$ cat src/rtl/fetch_unit.sv
// Program counter and instruction-fetch front end: req/ack imem read,
// instruction latch, timeout watchdog forcing HALT.
// Ports: clk, rst (async low), fetch_enable, pc_enable, pc_load,
// pc_load_value, pc, imem_req/addr/ack/rdata, instr, opcode,
// instruction_ready (pulse), fetch_error (sticky).
module fetch_unit #(
  parameter int ADDR_W  = 8,
  parameter int INSTR_W = 16,
  parameter int TIMEOUT = 15
) (
  input  logic               clk,
  input  logic               rst,
  input  logic               fetch_enable,
  input  logic               pc_enable,
  input  logic               pc_load,
  input  logic [ADDR_W-1:0]  pc_load_value,
  output logic [ADDR_W-1:0]  pc,
  output logic               imem_req,
  output logic [ADDR_W-1:0]  imem_addr,
  input  logic               imem_ack,
  input  logic [INSTR_W-1:0] imem_rdata,
  output logic [INSTR_W-1:0] instr,
  output logic [3:0]         opcode,
  output logic               instruction_ready,
  output logic               fetch_error
);

  localparam int CNT_W = 8;
  localparam logic [CNT_W-1:0] CNT_LAST = CNT_W'(TIMEOUT - 1);
  localparam logic [INSTR_W-1:0] HALT =
    {4'hF, {(INSTR_W-4){1'b0}}};

  typedef enum logic [1:0] {
    S_IDLE,
    S_REQ,
    S_DONE
  } state_t;

  state_t              r_state;
  state_t              w_next;
  logic                w_start;
  logic                w_cap;
  logic                w_tmo;
  logic                w_wait;
  logic [CNT_W-1:0]    r_cnt;
  logic [ADDR_W-1:0]   r_pc;
  logic [ADDR_W-1:0]   r_addr;
  logic                r_req;
  logic [INSTR_W-1:0]  r_instr;
  logic                r_rdy;
  logic                r_err;

  always_ff @(posedge clk or negedge rst) begin
    if (!rst) r_state <= S_IDLE;
    else      r_state <= w_next;
  end

  // Ack beats the watchdog when both land on the last wait cycle.
  always_comb begin
    w_next  = r_state;
    w_start = 1'b0;
    w_cap   = 1'b0;
    w_tmo   = 1'b0;
    w_wait  = 1'b0;
    unique case (r_state)
      S_IDLE: begin
        if (fetch_enable) begin
          w_next  = S_REQ;
          w_start = 1'b1;
        end
      end
      S_REQ: begin
        if (imem_ack) begin
          w_next = S_DONE;
          w_cap  = 1'b1;
        end else if (r_cnt == CNT_LAST) begin
          w_next = S_DONE;
          w_tmo  = 1'b1;
        end else begin
          w_wait = 1'b1;
        end
      end
      S_DONE:  w_next = S_IDLE;
      default: w_next = S_IDLE;
    endcase
  end

  always_ff @(posedge clk or negedge rst) begin
    if (!rst) begin
      r_pc    <= '0;
      r_addr  <= '0;
      r_req   <= 1'b0;
      r_cnt   <= '0;
      r_instr <= '0;
      r_rdy   <= 1'b0;
      r_err   <= 1'b0;
    end else begin
      if (pc_load)        r_pc <= pc_load_value;
      else if (pc_enable) r_pc <= r_pc + 1'b1;

      if (w_start) begin
        r_addr <= r_pc;
        r_req  <= 1'b1;
        r_cnt  <= '0;
      end else if (w_wait) begin
        r_cnt  <= r_cnt + 1'b1;
      end

      if (w_cap) begin
        r_instr <= imem_rdata;
        r_req   <= 1'b0;
      end else if (w_tmo) begin
        r_instr <= HALT;
        r_req   <= 1'b0;
      end

      r_rdy <= w_cap | w_tmo;

      // A timeout on the same edge as pc_load keeps the error set.
      if (w_tmo)        r_err <= 1'b1;
      else if (pc_load) r_err <= 1'b0;
    end
  end

  assign pc                = r_pc;
  assign imem_req          = r_req;
  assign imem_addr         = r_addr;
  assign instr             = r_instr;
  assign opcode            = r_instr[INSTR_W-1 -: 4];
  assign instruction_ready = r_rdy;
  assign fetch_error       = r_err;

endmodule

$ cat config.mk
export PLATFORM = sky130hd
export DESIGN_NAME = fetch_unit
export DESIGN_NICKNAME = d
export VERILOG_FILES = /design/src/rtl/fetch_unit.sv
export SDC_FILE = /design/constraint.sdc
export NUM_CORES = 1
export LEC_CHECK = 0
export ABC_AREA = 1
export CORE_MARGIN = 1.5
export CORE_UTILIZATION = 46
export CTS_CLUSTER_DIAMETER = 80
export DETAILED_ROUTE_END_ITERATION = 8
export PLACE_DENSITY_LB_ADDON = 0.1
export SLEW_MARGIN = 25
export SYNTH_ARGS = -nofsm -noshare
export SYNTH_HDL_FRONTEND = slang
export SYNTH_SLANG_ARGS = --single-unit
export TNS_END_PERCENT = 5
$ cat constraint.sdc
create_clock -name clk -period 1.7 [get_ports clk]
set_input_delay 0.34 -clock clk [delete_from_list [all_inputs] [get_ports clk]]
set_output_delay 0.34 -clock clk [all_outputs]
set_load 0.03 [all_outputs]
# [After elaboration in Yosys (flattened, before gate mapping)]
# Index checks and enable logic that the tools add are counted.
# W data, S select, Z words.
[word_totals] regBits=45 inputBits=30 output_inout_bits=39 wordCells=47
[classes] addsub=2 n_eq_ne=4 mux=25 n_bitwise=1 reduce_logical=7
[op_table] cell="$mux W16" n=2
[op_table] cell="$mux W8" n=4
[op_table] cell="$add A8 B1 Y8 const B" n=2
[op_table] cell="$mux W1" n=15
[op_table] cell="$eq A8 B4 Y1 const B" n=1
[op_table] cell="$reduce_bool A2 Y1" n=4
[op_table] cell="$mux W2" n=3
[op_table] cell="$pmux W2 S2" n=1
[op_table] cell="$ne A3 B3 Y1 const B" n=1
[op_table] cell="$reduce_bool A3 Y1" n=1
[op_table] cell="$eq A2 B1 Y1 const B" n=1
[op_table] cell="$logic_not A2 Y1" n=1
[op_table] cell="$ne A2 B2 Y1 const B" n=1
[op_table] cell="$reduce_and A2 Y1" n=1
[op_table] cell="$or A1 B1 Y1" n=1

# [Logic depth before layout (Yosys ltp)]
[logic_depth] depth_word=6 depth_mapped=8 depth_no_buf=8

# [Worst setup path after synthesis]
# Ideal clock, no wire load.
[synth_path] path_type="reg-to-reg" from="register r_cnt[0]" to="register r_instr[10] (netlist: instr[10])" setup_ps=118 t_arrival_ps=1231 required_ps=1582 setup_slack_ps=352 stages_incl_launch_ff=9 n_path_buf=1 period_less_slack_ps=1348 path_cell_list="dfrtp_1 > inv_1 > ha_1 > nand3_1 > nor2_4 > nand2_4 > buf_6 > nand3_2 > nand2_1"
[synth_via] elab_chain_len=5
[synth_rtl] item="start: declaration" line_no="45" source="logic [CNT_W-1:0] r_cnt;"
[synth_rtl] item="start signal: assignment" line_no="106" source="r_cnt <= r_cnt + 1'b1;"
[synth_rtl] item="$eq A8 B4 Y1" line_no="76" source="end else if (r_cnt == CNT_LAST) begin"
[synth_rtl] item="$mux W1" line_no="76"
[synth_rtl] item="$mux W1" line_no="73" source="if (imem_ack) begin"
[synth_rtl] item="$mux W1" line_no="65" source="unique case (r_state)"
[synth_rtl] item="$reduce_bool A2 Y1 (no line)"
[synth_rtl] item="end signal: assignment" line_no="110" source="r_instr <= imem_rdata;"
[synth_rtl] item="end: declaration" line_no="49" source="logic [INSTR_W-1:0] r_instr;"
# Every way passes these cells.
# A chain may end at the register's enable or synchronous reset.

# [Worst setup path after layout]
[layout_path] from="register r_pc[4] (netlist: pc[4])" to="output port pc[4]"
[layout_rtl] item="start: declaration" line_no="46" source="logic [ADDR_W-1:0] r_pc;"
[layout_rtl] item="start signal: assignment" line_no="98" source="if (pc_load) r_pc <= pc_load_value;"
[layout_rtl] item="start signal: assignment" line_no="99" source="else if (pc_enable) r_pc <= r_pc + 1'b1;"
[layout_rtl] item="end: declaration" line_no="17" source="output logic [ADDR_W-1:0] pc,"
# No word-level cell between the ends.

==> impl_summary.txt <==
----------------------------------------------------
[Route]
  Count of antenna-violating nets left after detailed routing ... 0
  First-pass detailed-route iteration total ... 6
  Average wire length per cell after detail routing ... 12.0 um
  Total detailed-routing wirelength ... 4.59 mm
  Mean number of vias per cell ... 4.89
  Initial detailed-routing violation count ... 67
  Final routed DRC violation total ... 4
  Number of vias after detailed routing ... 1,864

[Clock tree]
  Post-CTS setup repair buffer count ... 0
  Clock latency on the worst-skew pair ... 300 ps
  Inserted Clock Buffers ... 5
  Clock tree from TritonCTS ... yes
  Number of levels in the clock H-tree ... 2
  Count of clock tree sinks ... 45
  Post-CTS clock slew at the launch and capture registers of the worst setup and hold paths ... 90 ps
  CTS Buffer Depth ... 2
  Root buffer cell ... clkbuf_8

[Run status]
  Violations in the final reports ... design-rule violations, negative hold slack
  Status ... complete, but fails checks

[Timing]
  Worst slew margin ... 0.777
  RSZ-0062 raised after global routing ... false
  Tcrit/Tclk final ... 0.981
  Final hold slack ... -13.3 ps
  Clock tree skew after final layout ... 10.0 ps
  Final number of setup-violating endpoints ... 0
  Smallest setup slack after layout ... 32.2 ps
  Pins Over Slew Limit ... 0
  Final hold vios ... 8
  Total negative slack for setup checks ... 0 ps
  Worst-margin pin slew ... 334 ps
  Final critical path time including I/O delays and setup ... 1670 ps
  Maximum clock frequency ... 600 MHz

[Worst setup path]
  Peak fanout along the critical path ... 2
  Cell at the slowest stage of the critical path ... clkdlybuf4s50_1
  Ordered cell list for the critical path ... clkdlybuf4s50_1
  Crit-path leading delay family ... buffers and inverters
  Reg2reg path depth ... 8
  Worst endpoint data arrival time ... 1330 ps
  Worst path max stage delay ... 680 ps
  CP Data Required Time ... 1360 ps
  Number of gates on the worst path with buffers counted ... 1
  Sort of element at the end of the critical path ... output pin
  Buffering stage count on the worst path with inverters included ... 1
  Setup Crit Path Kind ... reg2out
  Type of element launching the critical path ... flip-flop

[Power]
  Worst voltage drop across the vdd grid ... 0.843 mV
  Static leakage ... 1.66 nW
  Power density over the cells ... 1450 nW/um2

[Die]
  Height of the die ... 71.4 um
  Starting utilization of the core area ... 0.485
  Total I/O pin count ... 69
  DIE WIDTH ... 71.4 um
  Count of standard-cell rows ... 24
  Core ar. ... 4440 um2
  Die outline area ... 5100 um2

[Place]
  Post-detail-place hpwl ... 3.33 mm
  Final weighted congestion in routability-driven placement ... 0.866
  Setup slack after placement ... 23.2 ps
  Number of port buffers ... 68

[Synthesis]
  Yosys reg bits ... 45
  Unique cell type count in the Yosys netlist ... 23
  Sequential area share after synthesis ... 0.523
  Synth Area per Inst ... 8.61 um2
  Gate count after technology mapping ... 250
  Post-synthesis instance area ... 2150 um2
  Library cell with the largest summed area after synthesis ... dfrtp_1
  Net count after synthesis ... 283
  Synthesis warning total ... 0
  Largest cells by area after synthesis ... dfrtp_1 (52%), nand2_1 (15%), nand3_1 (4.2%)
  Share of Yosys cell area claimed by the top area cell type ... 0.523

[Global route]
  First-pass GRT wire length ... 7.87 mm
  Pin count of the biggest net entering global routing ... 46
  Sum of overflow across all layers after global routing ... 0
  Antenna violations before repair ... 0
  Total track usage ... 0.198
  Vias in the first global route ... 1,764

[Cells and area]
  Layout cells sized above 1 ... 0.125
  Antenna diodes ... 0
  Highest-count cells in the layout ignoring fill and taps ... nand2_1 (87), dfrtp_1 (45), clkdlybuf4s50_1 (32)
  Area delta synth->final ... 41.3%
  Nets ... 361
  Most common cell after layout, fill and taps aside ... nand2_1

[Run]
  Max-cap violation count ... 0

[Worst hold path]
  Path category of the worst min-delay check ... in2async

----------------------------------------------------
report_power, final:
part           total, mW  internal [mW]  switching, mW
registers           1.66           1.42          0.239
clock network      0.708          0.330          0.378
logic               2.04          0.762           1.28
total               4.41           2.51           1.90
synth_stat cells (all sizes together):
| library cell | instances |
|---|---|
| xor2 | 6 |
| nor3 | 2 |
| ha | 3 |
| a21oi | 1 |
| o211ai | 1 |
| nand3 | 25 |
| inv | 19 |
| dfrtp | 45 |
| buf | 9 |
| o21ai | 10 |
| a22oi | 5 |
| nand2 | 92 |
| or2 | 3 |
| nor2 | 25 |
| nand4 | 4 |
sequential cells by signal (all words and copies together), names as in the netlist:
name and count:
r_state 2, instruction_ready 1, imem_req 1, r_cnt 8, instr 16, fetch_error 1, imem_addr 8, pc 8
final timing paths:
kind | start | endpoint | slack, ps
max | pc[4]$_DFFE_PN0P_ | pc[4] | 30
min | rst | r_cnt[6]$_DFFE_PN0P_ | -10
max reg2reg | r_cnt[0]$_DFFE_PN0P_ | instr[12]$_DFFE_PN0P_ | 190
min reg2reg | imem_addr[2]$_DFFE_PN0P_ | imem_addr[2]$_DFFE_PN0P_ | 480
max in group asynchronous | rst | imem_addr[3]$_DFFE_PN0P_ | 1480
min in group clk | imem_addr[2]$_DFFE_PN0P_ | imem_addr[2]$_DFFE_PN0P_ | 480
cell type report:
class / count / area, um2
Clock inverter: 2 / 13.8
Sequential cell: 45 / 1130
Fill cell: 367 / 1400
Timing Repair Buffer: 80 / 788
Tap cell: 52 / 65.1
Inverter: 19 / 71.3
Clock buffer: 6 / 82.6
Multi-Input combinational cell: 177 / 895
cells by family after synthesis:
| logic type | synth area share |
|---|---|
| and+or+nand+nor | 0.327 |
| DFF | 0.523 |
| AOI/OAI and AO/OA | 0.0465 |
| adders and majority gates | 0.0174 |
| xor gates and xnor gates | 0.0244 |
| buffers and inverters | 0.0616 |
layer usage:
layer | track usage | up-vias | part of all wire | routed length (um)
li1 | - | 943 | - | -
met1 | 0.263 | 857 | 0.45 | 2060
met2 | 0.313 | 55 | 0.48 | 2180
met3 | 0.0436 | 9 | 0.058 | 268
met4 | 0.0855 | 0 | 0.019 | 86
met5 | 0 | - | 0 | 0
through the flow:
stage               cell area, um2  utilization  total power [mW]  instances  hold slack [ps]
finish                        3040        0.684              4.41        381            -13.3
global placement              2950        0.663              3.89        373              337
CTS                           3010        0.678              4.48        381             1.98
detailed placement            2950        0.663              3.92        373              339
global route                  3040        0.684              4.68        381             23.3
floorplan                     2150            -              2.97        250             44.4
timing repair:
item                                    in CTS  in global routing
hold buffers                                 0                  0
gates resized for setup                     24                 11
endpoints found under the setup margin      24                 11
(Power assumes the default switching activity.)
